--- config.mk ---
export PLATFORM = sky130hd
export DESIGN_NAME = rr_mux
export DESIGN_NICKNAME = d
export VERILOG_FILES = /design/src/rtl/rr_mux.sv
export SDC_FILE = /design/constraint.sdc
export NUM_CORES = 1
export LEC_CHECK = 0
export CELL_PAD_IN_SITES_DETAIL_PLACEMENT = 2
export CELL_PAD_IN_SITES_GLOBAL_PLACEMENT = 2
export CORE_AREA = 2 2 134 110
export CTS_BUF_LIST = sky130_fd_sc_hd__clkbuf_4
export DETAILED_ROUTE_END_ITERATION = 10
export DIE_AREA = 0 0 136 112
export PLACE_DENSITY = 0.94
export REMOVE_ABC_BUFFERS = 1
export SETUP_SLACK_MARGIN = 0.02
export SYNTH_ARGS = -nofsm -noshare
export SYNTH_HDL_FRONTEND = slang
export SYNTH_SLANG_ARGS = --single-unit
--- constraint.sdc ---
create_clock -name clock -period 14.8 [get_ports clock]
set_clock_uncertainty 0.15 [all_clocks]
set_input_delay 4.44 -clock clock [delete_from_list [all_inputs] [get_ports clock]]
set_output_delay 4.44 -clock clock [all_outputs]
set_load 0.02 [all_outputs]
--- src/rtl/rr_mux.sv ---
// rr_mux: registered N-way channel selector with valid/ready on every port.
// Fixed-select or round-robin grant feeds a single output register.
module rr_mux #(
  parameter int  WIDTH    = 16,
  parameter int  CHANNELS = 8,
  localparam int SEL_W    = $clog2(CHANNELS)
) (
  input  logic                      clock,
  input  logic                      reset,
  input  logic [CHANNELS*WIDTH-1:0] in_data,
  input  logic [CHANNELS-1:0]       in_valid,
  output logic [CHANNELS-1:0]       in_ready,
  input  logic                      mode,
  input  logic [SEL_W-1:0]          sel,
  output logic [WIDTH-1:0]          out_data,
  output logic [SEL_W-1:0]          out_sel,
  output logic                      out_valid,
  input  logic                      out_ready
);

  localparam logic [SEL_W:0]   CH_N = (SEL_W+1)'(CHANNELS);
  localparam logic [SEL_W-1:0] LAST = SEL_W'(CHANNELS-1);

  logic [WIDTH-1:0] out_data_q, out_data_d;
  logic [SEL_W-1:0] out_sel_q, out_sel_d;
  logic             out_valid_q, out_valid_d;
  logic [SEL_W-1:0] ptr_q, ptr_d;

  logic [2*CHANNELS-1:0] dbl;
  logic [CHANNELS-1:0]   rot;
  logic [SEL_W-1:0]      off;
  logic [SEL_W:0]        sum;
  logic [SEL_W-1:0]      rr_idx;
  logic                  rr_hit;
  logic                  fx_hit;
  logic                  grant_vld;
  logic [SEL_W-1:0]      grant_idx;
  logic [WIDTH-1:0]      grant_data;
  logic                  load_en;
  logic                  xfer;

  // Rotate valids so bit 0 is the channel at ptr, then take the lowest set bit.
  always_comb begin
    dbl    = {in_valid, in_valid} >> ptr_q;
    rot    = dbl[CHANNELS-1:0];
    rr_hit = |rot;
    off    = '0;
    for (int i = CHANNELS-1; i >= 0; i--) begin
      if (rot[i]) off = SEL_W'(i);
    end
    sum = {1'b0, ptr_q} + {1'b0, off};
    if (sum >= CH_N) sum = sum - CH_N;
    rr_idx = sum[SEL_W-1:0];
  end

  always_comb begin
    fx_hit = 1'b0;
    for (int k = 0; k < CHANNELS; k++) begin
      if (sel == SEL_W'(k) && in_valid[k]) fx_hit = 1'b1;
    end
  end

  assign grant_vld = mode ? rr_hit : fx_hit;
  assign grant_idx = mode ? rr_idx : sel;
  assign load_en   = !out_valid_q || out_ready;
  assign xfer      = grant_vld && load_en && !reset;

  always_comb begin
    in_ready   = '0;
    grant_data = '0;
    for (int k = 0; k < CHANNELS; k++) begin
      if (grant_idx == SEL_W'(k)) begin
        in_ready[k] = xfer;
        grant_data  = in_data[k*WIDTH +: WIDTH];
      end
    end
  end

  always_comb begin
    out_data_d  = out_data_q;
    out_sel_d   = out_sel_q;
    out_valid_d = out_valid_q;
    ptr_d       = ptr_q;
    if (xfer) begin
      out_data_d  = grant_data;
      out_sel_d   = grant_idx;
      out_valid_d = 1'b1;
      if (mode) begin
        ptr_d = (grant_idx == LAST) ? '0 : grant_idx + SEL_W'(1);
      end
    end else if (out_valid_q && out_ready) begin
      out_valid_d = 1'b0;
    end
  end

  always_ff @(posedge clock or posedge reset) begin
    if (reset) begin
      out_data_q  <= '0;
      out_sel_q   <= '0;
      out_valid_q <= 1'b0;
      ptr_q       <= '0;
    end else begin
      out_data_q  <= out_data_d;
      out_sel_q   <= out_sel_d;
      out_valid_q <= out_valid_d;
      ptr_q       <= ptr_d;
    end
  end

  assign out_data  = out_data_q;
  assign out_sel   = out_sel_q;
  assign out_valid = out_valid_q;

endmodule

==> flow_summary.yaml <==
power_and_ir_drop:
  p_leak_uw: 0.00188
  peakVddDrop_mv: 0.0997
  cellPowerDensity_mw_per_mm2: 197
logic_synthesis:
  synth_largest_area_cell: "dfrtp_1"
  yosys_warnings: 0
  synth_ff_type: "dfrtp_1"
  yosysSeqAreaShare_pct: 19.2
  ys_top_cells_by_count: "nand2_1 (63), inv_1 (33), a21oi_1 (32)"
  synth-edff-count: 0
  synth_seq_cells: 23
  ys_async_sr_fraction_pct: 100
  synthesis.area_sq_mm: 0.00300
  synth_cells: 416
  synth_cell_type_count: 56
  avgSynthCellArea_sq_um: 7.22
  ys_top_cells_by_area: "dfrtp_1 (19%), nand2_1 (7.9%), a21oi_1 (5.3%), mux2i_1 (4.7%), inv_1 (4.1%)"
  yosysMostFrequentCell: "nand2_1"
  synth_top_area_share_pct: 19.2
hold_path:
  holdCritPathClass: "flop to flop"
  min_from: "out_data[0]"
  hold_path_end: "out_data[0]"
  holdPathStages: 2
floorplanning:
  rows: 39
  start_util_pct: 21.5
  core_area_sq_mm: 0.0140
  die_x_um: 136
  io-pin-count: 171
  die_area_sq_mm: 0.0152
  chipHeight_um: 112
global_routing:
  track_usage_pct: 19.8
  antenna_found_initial: 1
  overflow: 0
  grt_max_degree: 60
  grt_pass1_wl_mm: 23.8
  grt_pass1_vias: 4416
clocking:
  clock-root-buffer: "clkbuf_4"
  holdBufCountCts: 0
  cts-resized-gates: 0
  clkTransAtPathRegs_ns: 0.15
  cts_sinks: 23
  h-tree-depth: 1
  cts_buffers: 3
  cts_tree: "yes"
  clock_path_buffers: 2
  cts_setup_buffers: 0
  worst_skew_pair.late_latency_ns: 0.34
job:
  max-cap-violations: 0
finish:
  area_delta_synth_final_pct: 60.9
  fin_nets: 709
  layout-drive-gt1-share_pct: 6.45
place:
  place_congestion: 0.822
  post-dp-hpwl_mm: 11.8
  port_buffers: 170
  detailedPlace.worstSlack_ns: 0.749
sta:
  fin_setup_tns_ns: 0
  fmax_mhz: 71.1
  fin_crit_sh_pct: 95.1
  fin_crit_ns: 14.07
  rsz0062_at_grt: "false"
  tightest_slew_ns: 1.21
  slew_violations: 0
  fin_ws_ns: 0.730
  hold_viol: 0
  slew_headroom_pct: 19.4
  hold_slack_ns: 0.366
  final-setup-viol-count: 0
route:
  drc: 0
  vias: 3859
  drt-total-wl_mm: 15.1
  drtPass1Iterations: 4
  avgViaCountPerCell: 5.19
  wire_per_inst_um: 20.4
  final_antenna_net_count: 0
  drtIter0Drc: 119
worst_setup_path:
  critPathLaunchType: "primary input"
  reg2reg_to: "out_data[3]"
  cp.required_ns: 10.21
  critPathArrivalTime_ns: 9.48
  timing_worst_setup_path_type: "primary input to output pin"
  crit_fanout: 21
  end_kind: "output pin"
  reg2reg_setup_slack_ns: 8.40
  rr_startpoint: "ptr_q[0]"
  worstRegToRegCells: 23
outcome:
  status: "finished, final reports clean"
[logic make-up after synthesis]
| family | share of synthesized area, % |
|---|---|
| compound gates | 38.0 |
| xor+xnor | 0.292 |
| fa+ha+maj | 3.17 |
| buf+inv | 10.8 |
| flops | 19.2 |
| mux | 7.67 |
| simple gates | 20.8 |
[stage by stage]
stage	area (sq um)	std cells	utilization, %	total power, uW
after floorplan	2810	377	-	603
after global placement	4800	738	34.4	866
after detailed placement	4800	738	34.4	917
after CTS	4830	742	34.6	958
after global routing	4830	743	34.6	1040
final	4830	743	34.6	952
[sequential cells by signal, indices dropped and copies added, names as in the netlist]
name	cells
out_valid	1
out_sel	3
out_data	16
ptr_q	3
[final cells by class]
| class | count | area, sq um |
|---|---|---|
| Antenna cell | 1 | 2.50 |
| Timing Repair Buffer | 177 | 1750 |
| Tap cell | 184 | 230 |
| Multi-Input combinational cell | 320 | 2110 |
| Clock buffer | 4 | 30.0 |
| Fill cell | 1641 | 9130 |
| Inverter | 34 | 130 |
| Sequential cell | 23 | 576 |
[per-layer routing]
layer / part of all wire [%] / vias to the layer above / global-route usage [%]
li1: - / 1811 / -
met1: 41 / 1908 / 22.8
met2: 52 / 117 / 37.4
met3: 4.7 / 23 / 3.32
met4: 2.2 / 0 / 5.00
met5: 0 / - / 0
[layout by cell type (no fill, tap or decap), types with 9 or more instances in the layout]
cell type / synthesis / routed
nand2_1: 63 / 63
a221oi_1: 9 / 9
inv_1: 33 / 33
nor2_1: 28 / 28
a22oi_1: 16 / 16
a31oi_1: 10 / 10
mux2i_1: 14 / 14
clkdlybuf4s50_1: 0 / 170
dfrtp_1: 23 / 23
o22ai_1: 9 / 9
a21oi_1: 32 / 32
o211ai_1: 13 / 13
nor2b_1: 12 / 12
a2111oi_0: 14 / 14
o21ai_0: 21 / 21
[critical path, stage by stage]
cell and delay (ns):
clkdlybuf4s50_1 0.60, nand2b_1 0.17, a21boi_0 0.19, mux2_2 0.33, a21boi_0 0.22, o21a_1 0.15
o21ai_0 0.07, a32o_1 0.27, ha_1 0.19, fa_1 0.38, xnor2_1 0.17, and2_1 0.19
and2_1 0.15, a221o_1 0.34, or2_4 0.39, inv_4 0.23, ha_1 0.21, and2_1 0.13
clkdlybuf4s50_1 0.61
[report_power, final]
part	leakage [uW]	switching (uW)	internal [uW]
clock	0.0000184	23.5	12.4
combinational	0.00158	482	308
sequential	0.000277	33.3	91.8
total	0.00188	539	412
[worst max-delay path by stage]
stage / start / to / depth (start not counted)
CTS: in_valid[0] / in_ready[3] / 19
finish: in_valid[0] / in_ready[3] / 19
global placement: in_valid[6] / in_ready[3] / 19
global route: in_valid[0] / in_ready[3] / 19
detailed placement: in_valid[0] / in_ready[3] / 19
floorplan: in_valid[4] / in_ready[3] / 17
Power figures use the tool's default switching activity.
